===== src/rtl/hex_scroll_ctrl.sv =====
// Stores a message of seven-segment glyphs and scrolls it right-to-left across hex0..hex7.
// Latency: glyph captured on the accepting edge; busy/blanking one edge after start; step every TICK_DIV edges.
// Backpressure: wr_ready low while scrolling or once a full MSG_DEPTH message sits unconsumed in the buffer.
module hex_scroll_ctrl #(
    parameter int         TICK_DIV  = 50_000_000,
    parameter int         MSG_DEPTH = 16,
    parameter int         GAP       = 3,
    parameter logic [6:0] BLANK     = 7'b1111111
) (
    input  logic       clk,
    input  logic       rst_n,
    input  logic       wr_valid,
    output logic       wr_ready,
    input  logic [6:0] wr_seg,
    input  logic       wr_last,
    input  logic       start,
    input  logic       pause,
    input  logic       stop,
    output logic       busy,
    output logic       step,
    output logic [6:0] hex0,
    output logic [6:0] hex1,
    output logic [6:0] hex2,
    output logic [6:0] hex3,
    output logic [6:0] hex4,
    output logic [6:0] hex5,
    output logic [6:0] hex6,
    output logic [6:0] hex7
);

    localparam int LW = $clog2(MSG_DEPTH + 1);
    localparam int PW = $clog2(MSG_DEPTH + GAP + 1);
    localparam int IW = (MSG_DEPTH > 1) ? $clog2(MSG_DEPTH) : 1;
    localparam int TW = $clog2(TICK_DIV);

    typedef enum logic [1:0] {
        IDLE   = 2'd0,
        LOAD   = 2'd1,
        SCROLL = 2'd2
    } state_t;

    state_t      state, state_nxt;
    logic [6:0]  mem [MSG_DEPTH];
    logic [LW-1:0] len, cnt;
    logic [PW-1:0] pos, pos_inc, period;
    logic [TW-1:0] tick;
    logic [6:0]  disp [8];

    logic xfer, start_go, load_done, tick_wrap, step_fire;
    logic [6:0] stream_glyph;

    // cnt is cleared when scrolling starts, so a full message only blocks new
    // writes until it has been consumed (scrolled) once.
    assign wr_ready  = (state != SCROLL) && (cnt < LW'(MSG_DEPTH));
    assign xfer      = wr_valid && wr_ready;
    assign start_go  = (state == IDLE) && start && (len != '0) && !xfer;
    assign load_done = wr_last || ((cnt + LW'(1)) == LW'(MSG_DEPTH));
    assign tick_wrap = (state == SCROLL) && !pause && (tick == TW'(TICK_DIV - 1));
    assign step_fire = tick_wrap && !stop;
    assign busy      = (state == SCROLL);

    assign period       = PW'(len) + PW'(GAP);
    assign pos_inc      = pos + PW'(1);
    assign stream_glyph = (pos < PW'(len)) ? mem[pos[IW-1:0]] : BLANK;

    assign hex0 = disp[0];
    assign hex1 = disp[1];
    assign hex2 = disp[2];
    assign hex3 = disp[3];
    assign hex4 = disp[4];
    assign hex5 = disp[5];
    assign hex6 = disp[6];
    assign hex7 = disp[7];

    // State register.
    always_ff @(posedge clk or negedge rst_n) begin
        if (!rst_n) state <= IDLE;
        else        state <= state_nxt;
    end

    // Next-state: writes take priority over start; stop always wins in SCROLL.
    always_comb begin
        state_nxt = state;
        unique case (state)
            IDLE: begin
                if (xfer)          state_nxt = load_done ? IDLE : LOAD;
                else if (start_go) state_nxt = SCROLL;
            end
            LOAD: begin
                if (xfer && load_done) state_nxt = IDLE;
            end
            SCROLL: begin
                if (stop) state_nxt = IDLE;
            end
            default: state_nxt = IDLE;
        endcase
    end

    // Glyph storage: no reset, contents only matter below len.
    always_ff @(posedge clk) begin
        if (xfer) mem[(state == IDLE) ? '0 : cnt[IW-1:0]] <= wr_seg;
    end

    // Message length/count bookkeeping; a write in IDLE discards the old message.
    always_ff @(posedge clk or negedge rst_n) begin
        if (!rst_n) begin
            cnt <= '0;
            len <= '0;
        end else if (xfer) begin
            if (state == IDLE) begin
                cnt <= LW'(1);
                len <= load_done ? LW'(1) : '0;
            end else begin
                cnt <= cnt + LW'(1);
                if (load_done) len <= cnt + LW'(1);
            end
        end else if (start_go) begin
            cnt <= '0;
        end
    end

    // Step timer, stream position and display shift register.
    always_ff @(posedge clk or negedge rst_n) begin
        if (!rst_n) begin
            tick <= '0;
            pos  <= '0;
            step <= 1'b0;
            for (int i = 0; i < 8; i++) disp[i] <= BLANK;
        end else begin
            step <= step_fire;
            if (start_go) begin
                tick <= '0;
                pos  <= '0;
                for (int i = 0; i < 8; i++) disp[i] <= BLANK;
            end else if (state == SCROLL) begin
                if (stop) begin
                    tick <= '0;
                    for (int i = 0; i < 8; i++) disp[i] <= BLANK;
                end else if (!pause) begin
                    if (tick_wrap) begin
                        tick <= '0;
                        pos  <= (pos_inc == period) ? '0 : pos_inc;
                        for (int i = 7; i > 0; i--) disp[i] <= disp[i-1];
                        disp[0] <= stream_glyph;
                    end else begin
                        tick <= tick + TW'(1);
                    end
                end
            end
        end
    end

endmodule


===== config.mk =====
export PLATFORM = sky130hd
export DESIGN_NAME = hex_scroll_ctrl
export DESIGN_NICKNAME = d
export VERILOG_FILES = /design/src/rtl/hex_scroll_ctrl.sv
export SDC_FILE = /design/constraint.sdc
export NUM_CORES = 1
export LEC_CHECK = 0
export ABC_AREA = 1
export BUFFER_PORTS_ARGS = -buffer_cell sky130_fd_sc_hd__clkbuf_2
export CORE_MARGIN = 5
export CORE_UTILIZATION = 50
export CTS_CLUSTER_SIZE = 24
export DETAILED_ROUTE_END_ITERATION = 6
export PLACE_DENSITY = 0.68
export SYNTH_ARGS = -nofsm -noshare
export SYNTH_HDL_FRONTEND = slang
export SYNTH_SLANG_ARGS = --single-unit

===== constraint.sdc =====
create_clock -name clk -period 6.25 [get_ports clk]
set_clock_uncertainty 0.15 [all_clocks]
set_input_delay 0.3125 -clock clk [delete_from_list [all_inputs] [get_ports clk]]
set_output_delay 0.3125 -clock clk [all_outputs]
set_load 0.02 [all_outputs]

==> impl_metrics.env <==
export IMPL_yosysSeqAreaShare_pct=59.3
export IMPL_root_buffer="sky130_fd_sc_hd__clkbuf_16"
export IMPL_antenna_diode_count=0
export IMPL_netlist_cell_type_count=36
export IMPL_insertion_delay_ns=0.52
export IMPL_synth_area_leader_cell="sky130_fd_sc_hd__edfxtp_1"
export IMPL_initial_utilization_pct=51.1
export IMPL_numCtsBuffers=24
export IMPL_first_global_vias=7283
export IMPL_post_cts_resize_count=0
export IMPL_routed_wl_um=22700
export IMPL_relative_area_change_from_synthesis_to_final_layout_pct=12.8
export IMPL_vias_per_cell=5.19
export IMPL_place_detailed_instances=1401
export IMPL_numPortBuffers=72
export IMPL_floorplan_core_area_um2=19600
export IMPL_min_period_over_period_pct=57.6
export IMPL_arrival_time_at_the_worst_endpoint_ns=3.91
export IMPL_setup_viol=0
export IMPL_placementRows=51
export IMPL_preCtsSetupSlack_ns=2.65
export IMPL_fin_setup_tns_ns=0
export IMPL_cts_max_path_buffers=3
export IMPL_p_seq_share_pct=50.4
export IMPL_layout_drive_gt1_share_pct=16.0
export IMPL_cell_internal_pwr_mw=2.41
export IMPL_report_final_slew_viol_count=0
export IMPL_period_minus_slack_ns=3.60
export IMPL_fp_dieArea_um2=22900
export IMPL_drt_iter0_markers=566
export IMPL_drt_pre_antenna_iters=5
export IMPL_first_pass_grt_wire_length_um=37200
export IMPL_dieHeight_um=151
export IMPL_total_of_flip_flops_plus_latches_after_synthesis=212
export IMPL_clock_power_share_pct=43.1
export IMPL_timing_hold_worst_class="in -> reg"
export IMPL_route_vias_total=7514
export IMPL_status="finished, final reports clean"
export IMPL_gr_usage_all_layers_pct=20.4
export IMPL_ctsHtreeMaxLevel=1
export IMPL_peakVddDrop_uv=235
export IMPL_gr_total_overflow=0
export IMPL_synthDominantCellAreaShare_pct=33.6
export IMPL_worst_slack_ns=2.65
export IMPL_total_leakage_power_nw=4.87
export IMPL_place_detailed_hpwl_um=14900
export IMPL_yosys_warnings=0
export IMPL_fin_nets=1189
export IMPL_worst_setup_path_category="reg -> reg"
export IMPL_grt_start_max_net_pins=104
export IMPL_chipWidth_um=151
export IMPL_max_cap_violations=0
export IMPL_power_share_switching_pct=23.5
export IMPL_synth_top_cells_by_area="sky130_fd_sc_hd__edfxtp_1, sky130_fd_sc_hd__dfstp_2, sky130_fd_sc_hd__nand2_1, sky130_fd_sc_hd__dfrtp_1, sky130_fd_sc_hd__nor2_1"
export IMPL_count_of_unresolved_drc_violations_after_routing=0
export IMPL_slew_headroom_pct=39.4
export IMPL_hold_viol_final=0
export IMPL_post_synth_inst_count=1108
export IMPL_power_combinational_fraction_pct=6.5
export IMPL_timing_critical_path_from_type="flop"
export IMPL_worst_slew_pin_slew_ns=0.908
export IMPL_syn_nets=1131
export IMPL_instances_no_fill=1449
export IMPL_rsz0062_at_grt="no"
export IMPL_routedWlPerCell_um=15.7
export IMPL_maximum_fanout_encountered_on_the_critical_timing_path=103
export IMPL_io_pins=73
export IMPL_max_freq_mhz=278
export IMPL_tritoncts="built"
export IMPL_place_congestion=0.883
export IMPL_syn_area_per_cell_um2=9.03
export IMPL_ant_nets=0
export IMPL_antenna_found_initial=0
export IMPL_post_synth_instance_area_um2=10000
export IMPL_critical_path_endpoint_type="flop"
export IMPL_worstPathRequired_ns=6.55
export IMPL_post_route_util_pct=57.6
export IMPL_cts_num_sinks=212
export IMPL_clock_transition_at_the_registers_of_the_reported_paths_ns=0.06
export IMPL_net_switching_power_mw=0.742
export IMPL_power_density_over_cell_area_nw_per_um2=279
export IMPL_report_power_total_mw=3.15
[critical path, cell delays in order (launching register included)]
cell and delay, ns:
sky130_fd_sc_hd__dfrtp_1 0.40, sky130_fd_sc_hd__inv_1 0.06, sky130_fd_sc_hd__ha_1 0.22, sky130_fd_sc_hd__inv_1 0.08
sky130_fd_sc_hd__nor2_1 0.05, sky130_fd_sc_hd__nand2_1 0.10, sky130_fd_sc_hd__nand3_2 0.34, sky130_fd_sc_hd__nand2_2 0.69
sky130_fd_sc_hd__inv_2 0.24, sky130_fd_sc_hd__a21oi_4 0.16, sky130_fd_sc_hd__buf_4 0.68, sky130_fd_sc_hd__o21ai_0 0.21
sky130_fd_sc_hd__nand2_1 0.10
[power groups by stage]
stage	sequential [mW]	combinational, mW	clock (mW)
global route	1.59	0.231	1.45
finish	1.59	0.206	1.36
global placement	1.61	0.204	0
detailed placement	1.61	0.208	0
floorplan	1.66	0.0650	0
CTS	1.59	0.211	1.39
[final cells by class]
type	count	area, um2
Fill cell	1748	8300
Sequential cell	212	5940
Multi-Input combinational cell	740	3400
Clock buffer	30	664
Timing Repair Buffer	80	433
Inverter	108	408
Tap cell	265	332
Clock inverter	14	114
[logic make-up after synthesis]
group	count (synthesis)	share of synthesized area [%]
AOI/OAI and AO/OA	139	7.58
xor gates and xnor gates	16	1.40
buffers and inverters	156	6.70
adders and majority gates	9	1.13
and+or+nand+nor	576	23.9
DFF	212	59.3
[per-stage QoR]
stage | hold slack, ns | instance area, um2
3_3_place_gp | 0.101 | 10500
3_5_place_dp | 0.105 | 10500
4_1_cts | 0.0341 | 11300
2_1_floorplan | -0.133 | 10000
6_report | 0.0425 | 11300
5_1_grt | 0.0978 | 11300
[what timing repair did]
action / 4_1_cts / 5_1_grt
buffers inserted: 0 / 0
setup endpoints to repair: 0 / 0
hold buffers: 4 / 0
endpoints found under the hold margin: 30 / 0
[registers in the layout (all words and copies together) (netlist names), 7 cells and up]
signal / count
hex6: 7
hex0: 7
hex2: 7
hex3: 7
tick: 26
hex4: 7
hex1: 7
hex7: 7
hex5: 7
mem: 112
[placed cells by master (no fill, tap or decap), types with 25 or more instances in the layout]
| cell type | instances |
|---|---|
| sky130_fd_sc_hd__nand3_1 | 82 |
| sky130_fd_sc_hd__o21ai_0 | 75 |
| sky130_fd_sc_hd__dfstp_2 | 56 |
| sky130_fd_sc_hd__edfxtp_1 | 112 |
| sky130_fd_sc_hd__nor2_1 | 154 |
| sky130_fd_sc_hd__dfrtp_1 | 43 |
| sky130_fd_sc_hd__clkbuf_16 | 25 |
| sky130_fd_sc_hd__inv_1 | 103 |
| sky130_fd_sc_hd__nand2_1 | 297 |
| sky130_fd_sc_hd__clkbuf_2 | 71 |
| sky130_fd_sc_hd__a21oi_1 | 31 |
[Yosys cell counts]
library cell               number
sky130_fd_sc_hd__inv_4          1
sky130_fd_sc_hd__buf_2         15
sky130_fd_sc_hd__inv_2          3
sky130_fd_sc_hd__ha_1           9
sky130_fd_sc_hd__nor2_1       154
sky130_fd_sc_hd__buf_6          7
sky130_fd_sc_hd__edfxtp_1     112
sky130_fd_sc_hd__o211ai_1      16
sky130_fd_sc_hd__nand2_2        5
sky130_fd_sc_hd__o21a_1         1
sky130_fd_sc_hd__dfstp_2       56
sky130_fd_sc_hd__o21bai_1       2
sky130_fd_sc_hd__nor2_2         2
sky130_fd_sc_hd__xor2_1        15
sky130_fd_sc_hd__clkbuf_1      19
sky130_fd_sc_hd__buf_1          4
sky130_fd_sc_hd__a21oi_1       31
sky130_fd_sc_hd__o21ai_0       75
sky130_fd_sc_hd__o21ai_1       11
sky130_fd_sc_hd__xnor2_1        1
sky130_fd_sc_hd__dfrtp_1       44
sky130_fd_sc_hd__nand4_1       19
sky130_fd_sc_hd__and3_1         1
sky130_fd_sc_hd__inv_1        103
sky130_fd_sc_hd__nor3_4         1
sky130_fd_sc_hd__nand2_1      297
sky130_fd_sc_hd__a21boi_0       1
sky130_fd_sc_hd__nand3_1       82
sky130_fd_sc_hd__nand3_2        4
sky130_fd_sc_hd__a21oi_4        1
sky130_fd_sc_hd__clkinv_1       1
sky130_fd_sc_hd__o22ai_1        1
sky130_fd_sc_hd__nor2_4         1
sky130_fd_sc_hd__or2_2          1
sky130_fd_sc_hd__buf_4          3
sky130_fd_sc_hd__nor3_1         9
[metal layers]
layer  routed length [um]  GRT usage, %
met1                10100          28.3
met2                10700          33.6
met3                 1310          2.89
met4                  641          6.12
met5                    0             0
[path summary, 6_finish.rpt]
path	start	to	slack, ns	depth (start not counted)
setup / recovery	len[0]$_DFFE_PN0P_	hex7[1]$_DFFE_PN1P_	2.65	12
hold / removal	start	cnt[2]$_DFFE_PN0P_	0.04	6
setup reg to reg	len[0]$_DFFE_PN0P_	hex7[1]$_DFFE_PN1P_	2.65	12
hold reg to reg	hex7[5]$_DFFE_PN1P_	hex7[5]$_DFFE_PN1P_	0.32	2
max in group asynchronous	rst_n	pos[0]$_DFFE_PN0P_	4.56	3
min in group asynchronous	rst_n	cnt[2]$_DFFE_PN0P_	0.10	2
Note: power is estimated with default switching activity, not from simulation.
